[src/rtl/ternary_mvm_stream.sv]
// ternary_mvm_stream: streaming ternary (+1/0/-1) matrix-vector multiplier.
// An input vector arrives LANES elements per beat. It is accumulated against
// a flat ternary weight bus. At the last beat, the results are shifted,
// reduced to BIT_WIDTH and parked in a one-frame output buffer. The buffer
// then drains one word per cycle while the next vector accumulates.
module ternary_mvm_stream #(
    parameter int IN_LEN    = 16,
    parameter int OUT_LEN   = 8,
    parameter int BIT_WIDTH = 8,
    parameter int LANES     = 2,
    parameter int ACC_WIDTH = 12
) (
    input  logic                            clk,
    input  logic                            rst_n,
    input  logic                            clear,
    input  logic                            in_valid,
    output logic                            in_ready,
    input  logic [LANES*BIT_WIDTH-1:0]      in_data,
    input  logic [2*IN_LEN*OUT_LEN-1:0]     w,
    input  logic [$clog2(ACC_WIDTH)-1:0]    shift,
    input  logic                            sat_en,
    output logic                            out_valid,
    input  logic                            out_ready,
    output logic [BIT_WIDTH-1:0]            out_data,
    output logic                            out_last
);

    localparam int BEATS  = IN_LEN / LANES;
    localparam int BEAT_W = (BEATS > 1) ? $clog2(BEATS) : 1;
    localparam int RD_W   = (OUT_LEN > 1) ? $clog2(OUT_LEN) : 1;
    localparam int SHIFT_W = $clog2(ACC_WIDTH);

    localparam logic [BEAT_W-1:0] LAST_BEAT = BEAT_W'(BEATS - 1);
    localparam logic [RD_W-1:0]   LAST_RD   = RD_W'(OUT_LEN - 1);

    // Clamp limits of a signed BIT_WIDTH word, held at accumulator width
    // so they can be compared directly against the shifted sum.
    localparam logic signed [ACC_WIDTH-1:0] SAT_MAX = ACC_WIDTH'((2 ** (BIT_WIDTH - 1)) - 1);
    localparam logic signed [ACC_WIDTH-1:0] SAT_MIN = ACC_WIDTH'(-(2 ** (BIT_WIDTH - 1)));

    logic [BEAT_W-1:0]           beat;
    logic signed [ACC_WIDTH-1:0] acc      [OUT_LEN];
    logic signed [ACC_WIDTH-1:0] acc_next [OUT_LEN];
    logic [BIT_WIDTH-1:0]        reduced  [OUT_LEN];
    logic [BIT_WIDTH-1:0]        out_buf  [OUT_LEN];
    logic                        buf_full;
    logic [RD_W-1:0]             rd;

    logic accept;
    logic commit;
    logic drain;

    // Contribution of one input element through one ternary weight:
    // 01 adds x, 11 subtracts x, and both zero codes (00, 10) contribute nothing.
    function automatic logic signed [ACC_WIDTH-1:0] ternary_term(
        input logic [1:0]           wt,
        input logic [BIT_WIDTH-1:0] x
    );
        logic signed [ACC_WIDTH-1:0] ext;
        ext = {{(ACC_WIDTH - BIT_WIDTH){x[BIT_WIDTH-1]}}, x};
        case (wt)
            2'b01:   return ext;
            2'b11:   return -ext;
            default: return '0;
        endcase
    endfunction

    // Arithmetic right shift followed by either a clamp or a plain wrap
    // down to the output width.
    function automatic logic [BIT_WIDTH-1:0] reduce_word(
        input logic signed [ACC_WIDTH-1:0] s,
        input logic [SHIFT_W-1:0]          sh,
        input logic                        sat
    );
        logic signed [ACC_WIDTH-1:0] shifted;
        shifted = s >>> sh;
        if (sat && (shifted > SAT_MAX)) begin
            return SAT_MAX[BIT_WIDTH-1:0];
        end else if (sat && (shifted < SAT_MIN)) begin
            return SAT_MIN[BIT_WIDTH-1:0];
        end else begin
            return shifted[BIT_WIDTH-1:0];
        end
    endfunction

    // Only the final beat can stall: it would overwrite a buffer that is
    // still draining. Earlier beats only touch the accumulators.
    assign in_ready = !((beat == LAST_BEAT) && buf_full);
    assign accept   = in_valid && in_ready;
    assign commit   = accept && !clear && (beat == LAST_BEAT);
    assign drain    = buf_full && out_ready;

    assign out_valid = buf_full;
    assign out_data  = buf_full ? out_buf[rd] : '0;
    assign out_last  = buf_full && (rd == LAST_RD);

    // Next accumulator values: beat 0 restarts from zero, so a cleared or
    // completed frame needs no explicit accumulator wipe.
    always_comb begin
        for (int j = 0; j < OUT_LEN; j++) begin
            acc_next[j] = (beat == '0) ? '0 : acc[j];
            for (int k = 0; k < LANES; k++) begin
                acc_next[j] = acc_next[j] + ternary_term(
                    w[2 * ((int'(beat) * LANES + k) * OUT_LEN + j) +: 2],
                    in_data[k * BIT_WIDTH +: BIT_WIDTH]);
            end
        end
    end

    // Post-processing of the just-completed sums, used only on a commit cycle.
    always_comb begin
        for (int j = 0; j < OUT_LEN; j++) begin
            reduced[j] = reduce_word(acc_next[j], shift, sat_en);
        end
    end

    // Beat counter and accumulators; clear wins over a simultaneous beat.
    always_ff @(posedge clk or negedge rst_n) begin
        if (!rst_n) begin
            beat <= '0;
            for (int j = 0; j < OUT_LEN; j++) begin
                acc[j] <= '0;
            end
        end else if (clear) begin
            beat <= '0;
        end else if (accept) begin
            for (int j = 0; j < OUT_LEN; j++) begin
                acc[j] <= acc_next[j];
            end
            beat <= (beat == LAST_BEAT) ? '0 : beat + 1'b1;
        end
    end

    // Output buffer: a commit loads it. Accepted words advance rd, and the
    // last accepted word frees the buffer. A commit needs an empty buffer
    // and draining needs a full one, so the two never coincide.
    always_ff @(posedge clk or negedge rst_n) begin
        if (!rst_n) begin
            buf_full <= 1'b0;
            rd       <= '0;
            for (int j = 0; j < OUT_LEN; j++) begin
                out_buf[j] <= '0;
            end
        end else if (commit) begin
            for (int j = 0; j < OUT_LEN; j++) begin
                out_buf[j] <= reduced[j];
            end
            buf_full <= 1'b1;
            rd       <= '0;
        end else if (drain) begin
            if (rd == LAST_RD) begin
                buf_full <= 1'b0;
                rd       <= '0;
            end else begin
                rd <= rd + 1'b1;
            end
        end
    end

endmodule

[config.mk]
export PLATFORM = sky130hd
export DESIGN_NAME = ternary_mvm_stream
export DESIGN_NICKNAME = d
export VERILOG_FILES = /design/src/rtl/ternary_mvm_stream.sv
export SDC_FILE = /design/constraint.sdc
export NUM_CORES = 1
export LEC_CHECK = 0
export CELL_PAD_IN_SITES_DETAIL_PLACEMENT = 1
export CELL_PAD_IN_SITES_GLOBAL_PLACEMENT = 1
export CORE_MARGIN = 2
export CORE_UTILIZATION = 43
export CTS_CLUSTER_DIAMETER = 150
export DETAILED_ROUTE_END_ITERATION = 10
export PLACE_DENSITY = 0.89
export SYNTH_ARGS = -nofsm -noshare
export SYNTH_HDL_FRONTEND = slang
export SYNTH_SLANG_ARGS = --single-unit
[constraint.sdc]
create_clock -name clk -period 7.2 [get_ports clk]
set_input_delay 1.08 -clock clk [delete_from_list [all_inputs] [get_ports clk]]
set_output_delay 1.08 -clock clk [all_outputs]
set_load 0.01 [all_outputs]
Word level (Yosys, flattened, before mapping)
Index checks and enable logic that the tools add are counted. W data, S select, Z words.

Equality and inequality tests: 34. Shift-type cells: 24. Order comparisons: 17. $mul: 0. Div/mod/pow operators: 0. Reduce and logical (&&, ||, !) cells: 30. $add $sub $neg: 35. Bitwise gates (word level): 2. Mux-type cells: 53.

Operators with widths (count): $shiftx A256 B10 Y2 (7); $shiftx A256 B32 Y2 (7); $pmux W12 S2 (16); $shiftx A256 B11 Y2 (1); $shiftx A256 B9 Y2 (1); $add A12 B12 Y12 (16); $mux W8 (19); $gt A12 B8 Y1 const B (8); $lt A12 B8 Y1 const B (8); $mux W12 (8); $sshr A12 B4 Y12 (8); $add A31 B4 Y31 const B (3); $add A31 B3 Y31 const B (2); $add A7 B3 Y8 const B (4); $eq A2 B1 Y1 const B (16); $eq A2 B2 Y1 const B (16); $add A31 B2 Y31 const B (1); $bmux W8 S3 (1); $neg A8 Y12 (2); $logic_and A1 B1 Y1 (22); $mux W3 (6); $add A7 B2 Y8 const B (2); $add A8 B3 Y9 const B (1); $add A7 B1 Y8 const B (1); 11 further kinds (19).

Register bits: 167. Bits in latches: 0. Output and inout port bits: 11. Memories: 0. Bits in read-only memories: 0. Word-level logic and storage cells: 214. Bits in writable memories: 0.

Logic depth before layout (Yosys ltp)
Word-level depth: 11. Depth in mapped cells: 27.

Worst setup path before layout
OpenSTA, ideal clock, no wires.

Kind: input to register. Start: input in_data[8]. End: register out_buf[17] (netlist bit). Cell stages on the path: 20. Arrival: 6047 ps. Library setup time: 144 ps. Required time: 7056 ps. Slack: 1009 ps. Buffers on the path: 2. Cell sequence: clkbuf_1 inv_1 ha_1 nor3b_1 nor3b_1 clkbuf_1 o21ai_0 a21boi_0 fa_1 ha_1 o21a_1 o21a_1 o22ai_1 nor2_1 a211oi_1 xnor3_1 a221oi_1 nand2_1 o2111ai_1 nand3_1.

Longest elaborated chain between the ends: 8. Elaborated cells on any way between the ends: 10.

Ends and longest elaborated chain: start, declared (RTL line 18) `input logic [LANES*BIT_WIDTH-1:0] in_data,`; $neg A8 Y12 (RTL line 63) `2'b11: return -ext;`; $pmux W12 S2 (*) (RTL line 61) `case (wt)`; $add A12 B12 Y12 (*) (RTL line 103) `acc_next[j] = acc_next[j] + ternary_term(`; $sshr A12 B4 Y12 (*) (RTL line 76) `shifted = s >>> sh;`; $lt A12 B8 Y1 (RTL line 79) `end else if (sat && (shifted < SAT_MIN)) begin`; $logic_and A1 B1 Y1 (RTL line 79); $mux W8 (RTL line 79); $mux W8 (*) (RTL line 77) `if (sat && (shifted > SAT_MAX)) begin`; end signal, assigned by index (RTL line 146) `out_buf[j] <= reduced[j];`; end, declared (RTL line 45) `logic [BIT_WIDTH-1:0] out_buf [OUT_LEN];`.

Every way passes the cells marked *; elsewhere a longest branch is shown, timed or not. A chain may end at the register's enable or synchronous reset.

Worst setup path after layout
Start: input w[59]. End: register out_buf[19] (netlist bit).

Longest elaborated chain between the ends: 10. Elaborated cells on any way between the ends: 17.

Ends and longest elaborated chain: start, declared (RTL line 19) `input logic [2*IN_LEN*OUT_LEN-1:0] w,`; $shiftx A256 B10 Y2 (RTL line 104) `w[2 * ((int'(beat) * LANES + k) * OUT_LEN + j) +: 2],`; $eq A2 B2 Y1 / $eq A2 B1 Y1 (equally long branches) (RTL line 61); $pmux W12 S2 (RTL line 61); $add A12 B12 Y12 (RTL line 103); $add A12 B12 Y12 (*) (RTL line 103); $sshr A12 B4 Y12 (*) (RTL line 76); $lt A12 B8 Y1 (RTL line 79); $logic_and A1 B1 Y1 (RTL line 79); $mux W8 (RTL line 79); $mux W8 (*) (RTL line 77).

Marks and branches as above.

==> impl_metrics.yaml <==
die:
  fp.dieW_um: 232.0
  rows: 83
  ios: 293
  start_util_pct: 43.50
  die_area_mm2: 0.05384
  core_mm2: 0.05141
  dieHeight_um: 232.0
worst_setup_path:
  critical_path_required_ns: 7.53
  endpoint: "out_buf[19]"
  worstPathMaxFanout: 6
  crit-reg2reg-launch: "beat[1]"
  r2r_cells: 18
  startpoint: "w[59]"
  end_kind: "flop"
  timing.critical_path.arrival_ns: 7.13
  startpoint_type: "input port"
  worstReg2RegEnd: "out_buf[6]"
  r2r_setup_slack_ns: 0.59
  worstSetupPathType: "input port to flop"
logic_synthesis:
  ys_async_sr_fraction_pct: 100.0
  synth_compound_area_share_pct: 20.47
  seq_area_frac_synth_pct: 18.69
  synth_fa_ha_area_share_pct: 13.46
  synth_edf_count: 0
  synth_top_family_by_area: "compound AO/OA/AOI/OAI gates"
  synth_top_area_share_pct: 18.69
  synth_nets: 3201
  ys_ff_latch: 167
  yosys.area_share.simple_pct: 18.90
  synth-xor-area-share_pct: 5.886
  synth_area_mm2: 0.02236
  synth_warnings: 0
  yosysUniqueCellTypes: 98
  synthMuxAreaShare_pct: 15.57
  synth-main-ff-cell: "dfrtp_1"
  synth_area_per_cell_um2: 8.173
  synth.area.top_cells: "dfrtp_1 19%, fa_1 8.6%, mux4_2 8.4%"
  yosys.area.top_type: "dfrtp_1"
  syn_inst: 2736
timing:
  max_freq_mhz: 147.0
  report.final.hold_viol_count: 0
  whs_ns: 0.4749
  min_period_over_period_pct: 94.49
  worstMarginPinSlew_ns: 1.160
  max_slew_margin_pct: 22.65
  finalSetupViolCount: 0
  min_period_ns: 6.803
  rsz0062_at_grt: "false"
  fin_tns_setup_ns: 0
  slew_violations: 0
  finClkSkew_ns: 0.01249
detailed_routing:
  finalWirelength_um: 103100
  vias: 23037
  drtAntennaViolNets: 0
  via_per_inst: 6.263
  drc: 0
  detail_route.wl_per_cell_um: 28.02
  drtIter0Drc: 1893
  drtPass1Iterations: 7
finish:
  layout.nets: 3449
  register_area_mm2: 0.004185
  fin_util_pct: 52.11
  drive_above_1_share_pct: 10.88
  nFillCells: 6140
  multi_input_area_mm2: 0.01663
  area_growth_pct: 19.80
place:
  globalplace.congestion: 1.015
  dp_hpwl_um: 81450
  portBuffers: 292
global_route:
  grt_usage_pct: 38.61
  grt_pass1_wl_um: 154700
  grt_max_degree: 85
  antenna_found_initial: 12
  grt_overflow: 0
  grt_pass1_vias: 24246
run_status:
  status: "completed"
clock_tree:
  cts_setup_buffers: 0
  htree_levels: 4
  cts_buffers: 17
  clk_pin_slew_ns: 0.08
  ctsResizeCount: 0
  cts_hold_buf: 0
  clock_latency_ns: 0.48
  cts_sinks: 167
  cts_tree: "yes"
  clockRootBuffer: "clkbuf_16"
  clk_path_buf_depth: 2
power:
  power_density_mw_per_mm2: 268.8
  ir_drop_mv: 0.2245
  p_leak_nw: 11.87
run:
  drv_cap: 0
hold_path:
  hold_class: "flop to flop"
cell usage after synthesis, types with 6 or more instances:
| library cell | count |
|---|---|
| o211a_1 | 10 |
| nor2_1 | 244 |
| nor3_1 | 33 |
| buf_6 | 12 |
| a21oi_1 | 153 |
| nor4_1 | 6 |
| a211oi_1 | 61 |
| or2_2 | 8 |
| nor2b_1 | 22 |
| fa_1 | 96 |
| inv_1 | 182 |
| and2_1 | 40 |
| clkbuf_1 | 126 |
| mux4_2 | 83 |
| mux2i_1 | 69 |
| buf_2 | 13 |
| o21bai_1 | 11 |
| a31oi_1 | 15 |
| nand3_1 | 27 |
| ha_1 | 87 |
| xnor2_1 | 63 |
| buf_1 | 22 |
| o211ai_1 | 33 |
| nand2b_1 | 30 |
| xnor3_1 | 8 |
| nand2_1 | 493 |
| a21o_1 | 65 |
| xor2_1 | 63 |
| mux4_1 | 15 |
| o22ai_1 | 17 |
| o21ai_0 | 181 |
| o21a_1 | 20 |
| o311ai_0 | 9 |
| mux2_2 | 38 |
| nor3b_1 | 6 |
| a311oi_1 | 8 |
| o21ai_1 | 6 |
| or3_1 | 46 |
| dfrtp_1 | 167 |
| a211o_1 | 11 |
| a22o_1 | 6 |
sequential cells by signal, indices dropped and copies added (netlist names):
name and cells:
acc 96, beat 3, out_buf 64, out_valid 1
rd 3
per-stage QoR:
stage	power, W	setup slack, ns	std cells	cell area [µm²]
after CTS	0.007118	0.3458	3675	26760
after global placement	0.005869	0.2651	3644	26180
final	0.007202	0.3969	3678	26790
after global routing	0.007669	0.06301	3677	26790
after detailed placement	0.006081	0.01045	3644	26180
after floorplan	0.004426	1.009	2736	22360
kinds of logic after synthesis:
family / Yosys count
mux: 211
xor+xnor: 136
fa+ha+maj: 183
simple gates: 976
buf+inv: 368
compound gates: 695
flops: 167
report_power, final:
| group | switching [W] | internal, W | leakage [nW] | total (W) |
|---|---|---|---|---|
| combinational | 0.00297 | 0.00189 | 9.41 | 0.00486 |
| sequential | 0.000159 | 0.00118 | 2.19 | 0.00134 |
| clock | 0.000475 | 0.000524 | 0.275 | 0.00100 |
| total | 0.00361 | 0.00360 | 11.9 | 0.00720 |
worst max-delay path, cell delays in order:
cell and delay (ns):
clkdlybuf4s50_1 0.55, mux4_1 0.58, mux2i_2 0.53, mux2_2 0.45, nand2_1 0.10, fa_1 0.44, inv_1 0.08, ha_1 0.19
inv_1 0.07, fa_1 0.41, nor2b_1 0.24, o31a_1 0.18, o22ai_1 0.11, nor2_1 0.15, a211oi_1 0.06, buf_4 0.15
xnor3_1 0.45, a221oi_1 0.59, nand2_1 0.10, o2111ai_1 0.43, nand3_1 0.17
layout by cell type, fill, tap and decap left out, drive strengths merged, types with 65 or more instances in the layout:
master         count
inv              189
fa                96
nor2             244
buf              125
nand2            493
a21o              65
a21oi            154
mux2i             75
dfrtp            167
ha                87
clkdlybuf4s50    287
o21ai            188
mux4              98
worst min-delay path by stage:
stage                     depth (start not counted)        start  slack [ns]     endpoint
after floorplan                                   2  out_buf[23]        0.43  out_buf[23]
after global placement                            2      acc[13]        0.45      acc[13]
after detailed placement                          2      acc[30]        0.46      acc[30]
after CTS                                         2      acc[30]        0.48      acc[30]
after global routing                              2      acc[67]        0.49      acc[67]
final                                             2      acc[30]        0.47      acc[30]
final cells by class:
cell class                 instances  area share (%)
timing repair buffer             412           14.32
tap                              680           3.176
sequential                       167           15.62
multi-input combinational       2201           62.09
clock buffer                      19           1.653
inverter                         185           2.592
antenna                            2         0.01868
clock inverter                    12          0.5278
layer usage:
layer,vias up,part of all wire [%],track usage [%]
met1,11794,42,51.30
met2,923,47,63.24
met4,6,4.2,14.56
met3,213,6.7,6.164
met5,-,0.030,0
li1,10101,-,-
Note: power is estimated with default switching activity, not from simulation.
==> RTL change 1: new RTL, same settings <==
Make the reset (`rst_n`) synchronous in 2 clocked blocks.
--- a/src/rtl/ternary_mvm_stream.sv
+++ b/src/rtl/ternary_mvm_stream.sv
@@ -117,3 +117,3 @@
     // Beat counter and accumulators; clear wins over a simultaneous beat.
-    always_ff @(posedge clk or negedge rst_n) begin
+    always_ff @(posedge clk) begin
         if (!rst_n) begin
@@ -136,3 +136,3 @@
     // and draining needs a full one, so the two never coincide.
-    always_ff @(posedge clk or negedge rst_n) begin
+    always_ff @(posedge clk) begin
         if (!rst_n) begin
Check against the original RTL: not settled (the Yosys comparison gave no result); the edit may change what the design does.
==> RTL change 1 against the unedited design <==
Synthesized area rose by 1.2%. Design area up 1.5%. Routed wire length decreased by 1.7%. Non-clock buffer count grew 4. Total power shrank 34%. Largest cell class unchanged. Sequential cell count grew 3. Critical endpoint is now out_buf[5][6]$_SDFFCE_PN0P_. Combinational power down 47%. Setup slack better by 0.022 ns.
==> RTL change 1: results (changes against the unedited design) <==
Nets - 3270 (was 3449)
clock skew - 0.0151 ns (was 0.0125 ns)
DP Worst Slack - -0.160 ns (was 0.0104 ns)
Post-synth EDFFs - 160 (was 0)
Worst EP arrival - 7.00 ns (was 7.13 ns)
Vias - 22.6k (was 23.0k)
mux contribution to synthesized area - 15.6% (about the same)
ys flop type - edfxtp_1 (was dfrtp_1)
status - finished, final reports clean (unchanged)
post-DR vias/cell - 6.44 (was 6.26)
share of cells above drive strength 1 - 12.3% (was 10.9%)
number of library cell types mapped by synthesis - 101 (was 98)
Top Family by Delay on Critical Path - simple AND/OR/NAND/NOR gates (was multiplexers)
worst-path maximum fanout - 16 (was 6)
detailed placement HPWL - 79.6 mm (was 81.4 mm)
top cells by count, synth - nand2_1 (258), nor2_1 (218), inv_1 (170), o21ai_0 (161), edfxtp_1 (160) (was nand2_1 (493), nor2_1 (244), inv_1 (182), o21ai_0 (181), dfrtp_1 (167))
total track usage - 37.7% (was 38.6%)
adder-cell area share of the yosys netlist - 13.3% (was 13.5%)
Clock Latency Late Sink - 0.51 ns (was 0.48 ns)
syn_nets - 3011 (was 3201)
antenna violations before repair - 5 (was 12)
Crit-path slowest cell - clkdlybuf4s50_1 (was a221oi_1)
Synth area leaders - edfxtp_1 (21%), mux4_2 (9.6%), fa_1 (8.5%), ha_1 (4.8%), nand2_1 (4.3%) (was dfrtp_1 (19%), fa_1 (8.6%), mux4_2 (8.4%), nand2_1 (8.3%), ha_1 (4.9%))
Post-DP Area - 26600 µm² (was 26200 µm²)
Synth Area in Compound Gates - 20.9% (was 20.5%)
VDD IR-drop max - 186 µV (was 225 µV)
TritonRoute pass-1 iters - 6 (was 7)
sequential share of the synthesized area - 22.1% (was 18.7%)
initial detailed-routing violation count - 2289 (was 1893)
Placed Cells - 3474 (was 3644)
vias in the first global route - 23.6k (was 24.2k)
slew margin rel. - 29.0% (was 22.6%)
==> RTL change 1: changes by cell type after synthesis, sizes merged, moves of 16 or more <==
cell	unedited run	this run
and2	40	70
nand2	493	258
clkbuf	131	115
dfrtp	167	0
nor2	244	220
xnor2	64	38
edfxtp	0	160
a21o	65	87
o21ai	188	167
==> RTL change 1: area by class of cell <==
class	instances	area, µm²
clock inverter	13	153
tap	688	861
fill	6028	25200
inverter	173	649
timing repair buffer	416	3850
antenna	5	12.5
multi-input combinational	2027	16200
sequential	170	5010
clock buffer	18	429
==> RTL change 1: metal layers <==
layer	GRT usage [%]	wire (µm)	up-vias
li1	-	-	9806
met1	48.7	41100	11600
met2	62.7	48300	980
met3	5.11	7050	250
met4	17.3	4780	2
met5	0	13	-
==> RTL change 1: path summary, 6_finish.rpt <==
path	start	endpoint	slack [ns]
worst min register to register	rd[2]$_SDFFE_PP0P_	flip-flop	0.50
worst max-delay path	in_data[10]	out_buf[5][6]$_SDFFCE_PN0P_	0.42
worst max register to register	beat[0]$_SDFFE_PP0P_	out_buf[4][4]$_SDFFCE_PN0P_	0.57
worst min-delay path	rd[2]$_SDFFE_PP0P_	flip-flop	0.50
==> RTL change 1: cells by family after synthesis <==
| family | after synthesis |
|---|---|
| AO/OA/AOI/OAI | 711 |
| XOR/XNOR | 115 |
| adder cells (fa/ha/maj) | 183 |
| buffers and inverters | 349 |
| flip-flops | 170 |
| multiplexers | 221 |
| AND/OR/NAND/NOR | 797 |
==> RTL change 1: worst reg2reg max path: cells and delay by family, from the launching register on <==
kind	cells	cell delay (ns)
buf+inv	5	1.75
simple gates	2	0.62
fa+ha+maj	4	1.35
flops	1	0.34
compound gates	9	2.30
==> RTL change 1: power breakdown <==
part / total [mW] / leakage, nW / switching, mW / internal (mW)
combinational: 2.56 / 8.98 / 1.53 / 1.02
clock: 1.01 / 0.267 / 0.475 / 0.539
sequential: 1.21 / 1.75 / 0.0302 / 1.18
total: 4.78 / 11.0 / 2.04 / 2.74
==> RTL change 1: timing repair <==
item,in CTS,in global routing
hold endpoints to repair,0,0
resized for setup,0,1
endpoints found under the setup margin,0,16
==> RTL change 2: new RTL, same settings <==
Without the edit above. `BIT_WIDTH`: 8 -> 9.
--- a/src/rtl/ternary_mvm_stream.sv
+++ b/src/rtl/ternary_mvm_stream.sv
@@ -8,3 +8,3 @@
     parameter int OUT_LEN   = 8,
-    parameter int BIT_WIDTH = 8,
+    parameter int BIT_WIDTH = 9,
     parameter int LANES     = 2,
Ports: changed (resized in_data and out_data); port bits go from 293 to 296. The function was not compared with the original's and may differ.
==> RTL change 2 against the unedited design <==
Sequential cell count increased by 8. Routed wire length increased by 7.0%. Hold slack improved by 0.0053 ns. Combinational power increased by 4.3%. Total power increased by 4.4%. Critical path depth decreased by 4. Sequential power increased by 4%. Synthesized area increased by 5.3%. First-iteration DRC count increased by 25%. Global-route usage increased by 0.50 points. Design area increased by 4.0%. Setup slack improved by 0.17 ns. Critical path type is now flip-flop to flip-flop. Largest cell class unchanged.
==> RTL change 2: results (changes against the unedited design) <==
detailed placement HPWL - 87.4 mm (was 81.4 mm)
global-route wire length before repair - 165 mm (was 155 mm)
syn_nets - 3343 (was 3201)
share of cells above drive strength 1 - 10.5% (was 10.9%)
period utilisation layout - 92.2% (was 94.5%)
Fillers - 6506 (was 6140)
Routed WL - 110 mm (was 103 mm)
CTS Buffer Depth - 2 (unchanged)
root buffer cell - clkbuf_16 (unchanged)
syn avg cell area - 8.19 µm² (was 8.17 µm²)
total track usage - 39.1% (was 38.6%)
max-slew violation count - 0 (unchanged)
Least-Margin Pin Slew - 1.22 ns (was 1.16 ns)
clock skew - 0.0127 ns (was 0.0125 ns)
Async SR Flop Fraction - 100% (unchanged)
Synth area leaders - dfrtp_1 (19%), fa_1 (8.2%), nand2_1 (7.5%), mux4_2 (7.5%), o21ai_0 (5.0%) (was dfrtp_1 (19%), fa_1 (8.6%), mux4_2 (8.4%), nand2_1 (8.3%), ha_1 (4.9%))
vias in the first global route - 25.8k (was 24.2k)
clk slew on worst S/H paths - 0.08 ns (about the same)
combinational gate power - 5.07 mW (was 4.86 mW)
VDD IR-drop max - 208 µV (was 225 µV)
biggest regs - acc (96), out_buf (72) (was acc (96), out_buf (64))
top cells by count, synth - nand2_1 (473), nor2_1 (246), o21ai_0 (236), inv_1 (179), dfrtp_1 (175) (was nand2_1 (493), nor2_1 (244), inv_1 (182), o21ai_0 (181), dfrtp_1 (167))
Hold WC Path Type - flip-flop to flip-flop (unchanged)
leakage - 12.2 nW (was 11.9 nW)
Post-synth EDFFs - 0 (unchanged)
path depth of the worst reg2reg path - 17 (was 18)
Vias - 24.5k (was 23.0k)
Sequential Power Share - 18.6% (about the same)
Psw - 3.80 mW (was 3.61 mW)
Worst EP arrival - 7.05 ns (was 7.13 ns)
CTS Buf Count - 17 (unchanged)
H-tree depth - 4 (unchanged)
Nets - 3555 (was 3449)
Resize count post-CTS - 0 (unchanged)
Clock Latency Late Sink - 0.49 ns
antenna violations before repair - 9 (was 12)
DP Worst Slack - 0.375 ns (was 0.0104 ns)
Hold Crit Depth - 2 (unchanged)
number of buffers added on ports - 295 (was 292)
number of library cell types mapped by synthesis - 99 (was 98)
DR WL/cell - 29.0 µm (was 28.0 µm)
Post-CTS Repair Setup Buffers - 0 (unchanged)
GP Congestion - 1.03 (was 1.01)
Post-DP Area - 27300 µm² (was 26200 µm²)
largest net degree at the start of global routing - 77 (was 85)
sequential share of the synthesized area - 18.6% (was 18.7%)
initial detailed-routing violation count - 2366 (was 1893)
Placed Cells - 3765 (was 3644)
endpoints failing setup - 0 (unchanged)
worst-path maximum fanout - 42 (was 6)
TritonRoute pass-1 iters - 5 (was 7)
status - finished, final reports clean (unchanged)
[RTL change 2: changes by cell type after synthesis, moves of 14 or more]
cell / delta
a21o_1: -21
a21oi_1: +15
clkbuf_1: +26
mux2_2: +19
mux2i_1: +27
nand2_1: -20
nand2b_1: -18
o21ai_0: +55
o22a_1: +14
xnor2_1: -32
xor2_1: +38
[RTL change 2: worst paths after layout]
check	from	end	slack (ns)
setup / recovery	beat[0]$_DFFE_PN0P_	out_buf[20]$_DFFE_PN0P_	0.56
hold / removal	acc[75]$_DFFE_PN0P_	acc[75]$_DFFE_PN0P_	0.48
setup reg to reg	beat[0]$_DFFE_PN0P_	out_buf[20]$_DFFE_PN0P_	0.56
hold reg to reg	acc[75]$_DFFE_PN0P_	acc[75]$_DFFE_PN0P_	0.48
max in group asynchronous	rst_n	beat[0]$_DFFE_PN0P_	5.14
min in group asynchronous	rst_n	out_buf[47]$_DFFE_PN0P_	0.55
[RTL change 2: area by class of cell]
type | count | area [µm²] | area share, %
repair buffers | 391 | 3670 | 13.2
multi-input cells | 2323 | 17700 | 63.3
diodes | 1 | 2.50 | 0.00898
well taps | 696 | 871 | 3.13
clock inverters | 14 | 180 | 0.647
flip-flops and latches | 175 | 4390 | 15.7
clock buffers | 18 | 429 | 1.54
inverters | 180 | 676 | 2.42
[RTL change 2: through the flow]
step,power [mW],utilization (%)
after CTS,7.42,51.6
after floorplan,4.68,-
after global placement,6.10,50.4
after global routing,7.97,51.6
final,7.52,51.6
after detailed placement,6.34,50.4
[RTL change 2: cell families after synthesis]
kind of cell / Yosys count / synth area share, %
AO/OA/AOI/OAI: 775 / 21.3
XOR/XNOR: 144 / 5.99
adder cells (fa/ha/maj): 183 / 12.8
buffers and inverters: 378 / 6.55
flip-flops: 175 / 18.6
multiplexers: 258 / 17.0
AND/OR/NAND/NOR: 963 / 17.8
[RTL change 2: critical path, cell delays in order (launching register included)]
cell,delay [ns]
dfrtp_4,0.92
mux4_1,0.77
mux2i_4,0.26
buf_4,0.23
mux2i_1,0.20
nor2_1,0.08
fa_1,0.51
ha_1,0.26
fa_1,0.44
a211oi_1,0.45
o21ai_0,0.27
a31o_2,0.31
a21oi_1,0.14
buf_4,0.17
xnor3_1,0.49
nand2_1,0.13
a2111oi_0,0.71
o22a_1,0.21
[RTL change 2: routing by layer]
metal / wire (µm) / global-route usage [%] / part of all wire [%] / up-vias
li1: - / - / - / 10600
met1: 45800 / 51.3 / 41 / 12600
met2: 52700 / 65.8 / 48 / 1074
met3: 7790 / 6.22 / 7.1 / 219
met4: 4060 / 13.2 / 3.7 / 0
met5: 0 / 0 / 0 / -
